`src/rtl/register16_serializer.sv`:
```
// Parallel-in/serial-out transmitter: captures a word on a valid/ready handshake and
// shifts it out one bit per clock with first/last framing strobes.
module register16_serializer #(
   parameter int unsigned WIDTH     = 16,
   parameter bit          MSB_FIRST = 1'b1
) (
   input  logic             clk,
   input  logic             reset,
   input  logic [WIDTH-1:0] d,
   input  logic             load_valid,
   output logic             load_ready,
   output logic             sout,
   output logic             sout_valid,
   output logic             sout_first,
   output logic             sout_last,
   output logic             busy
);

   localparam int unsigned CntW = (WIDTH > 2) ? $clog2(WIDTH) : 1;
   localparam logic [CntW-1:0] LastCnt = CntW'(WIDTH - 1);

   typedef enum logic {StIdle, StShift} state_e;

   state_e           state_q, state_d;
   logic [WIDTH-1:0] shreg_q, shreg_d;
   logic [CntW-1:0]  cnt_q, cnt_d;
   logic             last_bit;
   logic             accept;
   logic [WIDTH-1:0] shreg_shifted;

   always_ff @(posedge clk) begin
      if (!reset) begin
         state_q <= StIdle;
         shreg_q <= '0;
         cnt_q   <= '0;
      end else begin
         state_q <= state_d;
         shreg_q <= shreg_d;
         cnt_q   <= cnt_d;
      end
   end

   // Outputs decode only registered state, so no input reaches an output combinationally.
   always_comb begin
      last_bit   = (state_q == StShift) && (cnt_q == LastCnt);
      load_ready = (state_q == StIdle) || last_bit;
      busy       = (state_q == StShift);
      sout_valid = (state_q == StShift);
      sout_first = (state_q == StShift) && (cnt_q == '0);
      sout_last  = last_bit;
      sout       = (state_q == StShift) && (MSB_FIRST ? shreg_q[WIDTH-1] : shreg_q[0]);
   end

   always_comb begin
      accept        = load_valid && load_ready;
      shreg_shifted = MSB_FIRST ? {shreg_q[WIDTH-2:0], 1'b0} : {1'b0, shreg_q[WIDTH-1:1]};
      state_d       = state_q;
      shreg_d       = shreg_q;
      cnt_d         = cnt_q;
      unique case (state_q)
         StIdle: begin
            if (accept) begin
               shreg_d = d;
               cnt_d   = '0;
               state_d = StShift;
            end
         end
         StShift: begin
            if (accept) begin
               // Accepting on the last bit keeps the stream gapless.
               shreg_d = d;
               cnt_d   = '0;
            end else if (last_bit) begin
               shreg_d = shreg_shifted;
               cnt_d   = '0;
               state_d = StIdle;
            end else begin
               shreg_d = shreg_shifted;
               cnt_d   = cnt_q + CntW'(1);
            end
         end
         default: state_d = StIdle;
      endcase
   end

endmodule
```
`config.mk`:
```
export PLATFORM = sky130hd
export DESIGN_NAME = register16_serializer
export DESIGN_NICKNAME = d
export VERILOG_FILES = /design/src/rtl/register16_serializer.sv
export SDC_FILE = /design/constraint.sdc
export NUM_CORES = 1
export LEC_CHECK = 0
export BUFFER_PORTS_ARGS = -buffer_cell sky130_fd_sc_hd__buf_2
export CAP_MARGIN = 20
export CORE_MARGIN = 3
export CORE_UTILIZATION = 50
export CTS_CLUSTER_SIZE = 8
export DETAILED_ROUTE_END_ITERATION = 16
export GPL_TIMING_DRIVEN = 0
export PLACE_DENSITY_LB_ADDON = 0.08
export SLEW_MARGIN = 10
export SYNTH_ARGS = -nofsm -noshare
export SYNTH_HDL_FRONTEND = slang
export SYNTH_SLANG_ARGS = --single-unit
```
`constraint.sdc`:
```
create_clock -name clk -period 1.5 [get_ports clk]
set_input_delay 0.3 -clock clk [delete_from_list [all_inputs] [get_ports clk]]
set_output_delay 0.3 -clock clk [all_outputs]
set_load 0.005 [all_outputs]
```
# ---- Word level (Yosys, flattened, before mapping)
# Cells that the tools add are included.
dict set report op_classes {
  n_reduce_logical 6
  eq_ne 2
  div 0
  n_mul 0
  n_shift 0
  muxes 11
  bitwise 1
  magnitude_cmp 0
  n_addsub 1
}
# op n
set ops {}
lappend ops {{$mux 16} 2}
lappend ops {{$pmux 16 s2} 1}
lappend ops {{$mux 4} 3}
lappend ops {{$pmux 4 s2} 1}
lappend ops {{$add 4x1->4 const B} 1}
lappend ops {{$eq 4x4->1 const B} 1}
lappend ops {{$logic_and 1x1->1} 4}
lappend ops {{$logic_not 4->1} 1}
lappend ops {{$mux 1} 3}
lappend ops {{$ne 2x2->1 const B} 1}
lappend ops {{$pmux 1 s2} 1}
lappend ops {{$logic_or 1x1->1} 1}
lappend ops {{$not 1->1} 1}
dict set report totals {
  wordCells 24
  romBits 0
  input_bits 19
  output_inout_bits 6
  mem_bits_rw 0
  latch_bits 0
  n_memories 0
  reg_bits 21
}

# ---- Depth between registers and ports, before layout
dict set report depth {
  ltp_word 6
  depth_mapped 6
  ltp_nobuf 4
}

# ---- Least setup slack after synthesis
# No wires, ideal clock.
dict set report synth_timing {
  kind {register to register}
  from {register cnt_q[0]}
  to {register shreg_q[11]}
  path_buffers 2
  slack_ps 185
  period_less_slack_ps 1315
  setup_time_ps 75
  required_time_ps 1425
  t_arrival_ps 1240
  stages_incl_launch_ff 7
  path_cell_list {dfxtp_1 -> ha_1 -> nand4_2 -> and2_1 -> clkbuf_2 -> buf_6 -> o22ai_1}
}
dict set report synth_via {
  elab_chain_len 6
  word_cells_on_any_way 7
  cone_classes {eq/ne (2); mux (2); reduce/logical (3)}
}
# item line
set synth_lines {}
lappend synth_lines {{start: declaration} 26} ;# logic [CntW-1:0] cnt_q, cnt_d;
lappend synth_lines {{start signal: assignment} 39} ;# cnt_q <= cnt_d;
lappend synth_lines {{$eq 4x4->1 *} 45} ;# last_bit = (state_q == StShift) && (cnt_q == LastCnt);
lappend synth_lines {{$logic_and 1x1->1 *} 45}
lappend synth_lines {{$logic_or 1x1->1 *} 46} ;# load_ready = (state_q == StIdle) || last_bit;
lappend synth_lines {{$logic_and 1x1->1 *} 55} ;# accept = load_valid && load_ready;
lappend synth_lines {{$mux 16} 69} ;# if (accept) begin
lappend synth_lines {{$pmux 16 s2} 60} ;# unique case (state_q)
lappend synth_lines {{end signal: assignment} 38} ;# shreg_q <= shreg_d;
lappend synth_lines {{end: declaration} 25} ;# logic [WIDTH-1:0] shreg_q, shreg_d;
# Mark *: on every way between the ends. The rest lies on a longest branch, timed or not.
# A chain may end at the register's enable or synchronous reset.

# ---- Worst setup path after layout
dict set report layout_timing {
  from {register cnt_q[0]}
  to {output sout_first}
}
dict set report layout_via {
  elab_chain_len 2
}
# item line
set layout_lines {}
lappend layout_lines {{$logic_not 4->1} 49} ;# sout_first = (state_q == StShift) && (cnt_q == '0);
lappend layout_lines {{$logic_and 1x1->1} 49}
lappend layout_lines {{end: declaration} 14} ;# output logic sout_first,
# Every way passes these cells.

==> results.md <==
* Initial core utilization at 55.89%
* Min Hold Slack at 0.2413 ns
* Initial DRC Count at 21
* Arr. time, crit path at 1.20 ns
* Failing checks: setup timing
* Clock power frac at between 20% and 30%
* Hold_buf cts at 0
* Final WS setup at -0.004462 ns
* Yosys warning count at 0
* Clock slew at reported path FFs at roughly 0.12 ns
* Post-DRT Antenna Nets at 0
* Sequential area share after synthesis at 36.48%
* Core box area at ~2100 µm²
* Library cells used by synthesis at 27
* Slew headroom at 68.88%
* Post-Layout Cell Count at ~180
* Initial antenna violation count at 0
* Post-synthesis average cell area at 9.766 µm²
* Io pins at 25
* Final #Nets at around 170
* Die Y-Extent at roughly 54 µm
* Seq pwr share at 53.8%
* Fin. max-slew vios at 0
* Status: finished with violations
* Unrepaired setup endpoints after global routing: true
* Min Tclk post-route at 1.504 ns
* CP max FO at 5
* Hold Crit Class: input pin to flip-flop
* Routed WL at 2754 µm
* Worst slack, placed at -0.05080 ns
* PwrDens at ~850 nW/µm²
* Max-cap violations at 0
* Htree depth at 1
* Net load switching power at 369.6 µW
* Routed length on met1 at 1219 µm
* Switching Share at 29.82%
* CTS tree: built
* Setup crit end kind: output pin
* Worst-Margin Slew at 0.4668 ns
* Worst skew pair latency at 0.31 ns
* DRC Markers at 0
* Critical path buffer and inverter count at 2
* Die W at 54.01 µm
* Layout cells sized above 1 at 49.34%
* Area delta synth->final at 26.71%
* Cell area after synthesis at 1152 µm²
* Dpl hpwl at 1831 µm
* Crit path max-delay family: flip-flops
* CP required at approximately 1.2 ns
* Final setup vio count at 1
* CP cell instances: inv_2, ha_4, nand2_2, nor3_2, buf_2
* Design internal power at 870.2 µW
* Slowest CP cell: dfxtp_4
* Combinational share of power at 23.8%
* Met2 wire len at 1346 µm
* Routed WL per cell at about 15 µm
* Total power at 1.240 mW
* First-pass GRT wire length at 4360 µm
* CP max stage delay at 0.39 ns
* RD Place Congestion at 0.7670
* CTS Buf Count at 3
* Critical Path Start Type: flip-flop
* Clk_skew at 0.008386 ns
* FMAX at between 600 and 700 MHz
* Vias in the first global route at 940
* Vias/cell at 6.011
* Largest net degree at the start of global routing at 12
* Clock Tree Buf Depth at 2
* Via Count at 1,076
* Critical path type: flip-flop to output pin
* Top Metal Used: met4
* Fin crit share at 100.3%
* N_diodes at 0
* Placed insts at 168
* FP Rows at 16
* Total track usage at 20.45%
* #FFs+latches synth at 21
* CTS Sinks at 21
* Peak supply drop at 0.0006388 V
* DR pass1 iterations at 6
* Leak at 0.5888 nW
* Cells after Synth at 118
* Total grt overflow at 0
* Final Hold Fails at 0
* Die ar. at 2917 µm²
* Wire length on met3 at 156 µm
* IO Port Bufs at 23
* Mapped Nets at 139
* CTS root buffer: clkbuf_4
==> flip-flops by register name, summed over array words and instances (netlist names) <==
name	cells
busy	1
cnt_q	4
shreg_q	16
==> worst register-to-register path, delay by kind of cell, from the launching register on <==
kind	cells	cell delay, ns
AO/OA/AOI/OAI	2	0.33
buffers and inverters	2	0.36
AND/OR/NAND/NOR	1	0.09
adder cells (fa/ha/maj)	1	0.18
flip-flops	1	0.39
==> stage by stage <==
step	setup TNS, ns	utilization [%]	instance area (µm²)
CTS	0	67.48	1391
global route	-0.1780	70.81	1460
finish	-0.004462	70.81	1460
global placement	0	63.11	1301
detailed placement	-0.2457	63.11	1301
floorplan	0	-	1152
==> synth_stat cells (all sizes together) <==
cell type	n	area, µm²
o22ai	31	193.9
dfxtp	21	420.4
o211ai	17	207.7
buf	10	86.32
nand2	6	22.52
and2	4	25.02
inv	4	15.01
clkbuf	3	22.51
nor2b	3	18.77
a21boi	2	15.01
a31oi	2	12.51
ha	2	25.02
mux2i	2	20.02
nor2	2	7.510
o21ai	2	10.01
and4b	1	10.01
clkinv	1	3.750
nand3	1	5.000
nand4	1	12.51
nor3	1	5.000
nor3b	1	7.510
or2	1	6.260
==> path summary, 6_finish.rpt <==
kind	startpoint	endpoint	slack [ns]	cells after the start
setup / recovery	cnt_q[0]	sout_first	-0.004	5
hold / removal	d[12]	shreg_q[12]	0.24	3
setup reg to reg	cnt_q[0]	shreg_q[1]	0.08	6
hold reg to reg	shreg_q[15]	shreg_q[15]	0.58	2
==> final cells by class <==
type                    count  area, µm²
well taps                  27      33.78
fillers                   162      601.8
repair buffers             31      175.2
flip-flops and latches     21      431.7
plain buffers              12      116.4
clock buffers               4      26.28
multi-input cells          79      653.1
inverters                   5      23.77
==> cell families (layout without fill, tap and decap cells) <==
| group | Yosys count | count (layout) | synth area share, % |
|---|---|---|---|
| AND/OR/NAND/NOR | 21 | 21 | 10.42 |
| flip-flops | 21 | 21 | 36.48 |
| buffers and inverters | 18 | 52 | 11.07 |
| AO/OA/AOI/OAI | 54 | 54 | 38.11 |
| multiplexers | 2 | 2 | 1.737 |
| adder cells (fa/ha/maj) | 2 | 2 | 2.171 |
==> layer usage <==
layer	up-vias	global-route usage, %
li1	525	-
met1	512	26.55
met2	35	32.66
met3	4	6.371
met4	0	5.394
met5	-	0
==> power groups by stage <==
stage	clock, mW	sequential, mW	combinational, mW
after floorplan	0	0.667	0.193
after global placement	0	0.675	0.254
after detailed placement	0	0.678	0.262
after CTS	0.285	0.666	0.272
after global routing	0.313	0.676	0.327
final	0.277	0.668	0.295
==> layout by cell type, fill, tap and decap left out, types with 2 or more instances in the layout <==
| master | n |
|---|---|
| ha_4 | 2 |
| nor2_1 | 2 |
| a21boi_0 | 2 |
| nand2_1 | 4 |
| buf_6 | 7 |
| nand2_2 | 2 |
| clkbuf_1 | 2 |
| nor2b_1 | 3 |
| o22ai_1 | 31 |
| buf_4 | 10 |
| clkbuf_4 | 3 |
| buf_2 | 24 |
| o21ai_0 | 2 |
| o211ai_2 | 16 |
| mux2i_1 | 2 |
| and2_1 | 3 |
| dfxtp_4 | 3 |
| a31oi_1 | 2 |
| inv_2 | 2 |
| inv_1 | 2 |
| dfxtp_1 | 18 |
==> repair_timing <==
item,in CTS,in global routing
setup buffers,4,4
endpoints found under the setup margin,15,13
endpoints found under the hold margin,0,0
pin swaps,1,3
gates resized for setup,11,14
No activity file was read; power rests on OpenSTA's default activity.
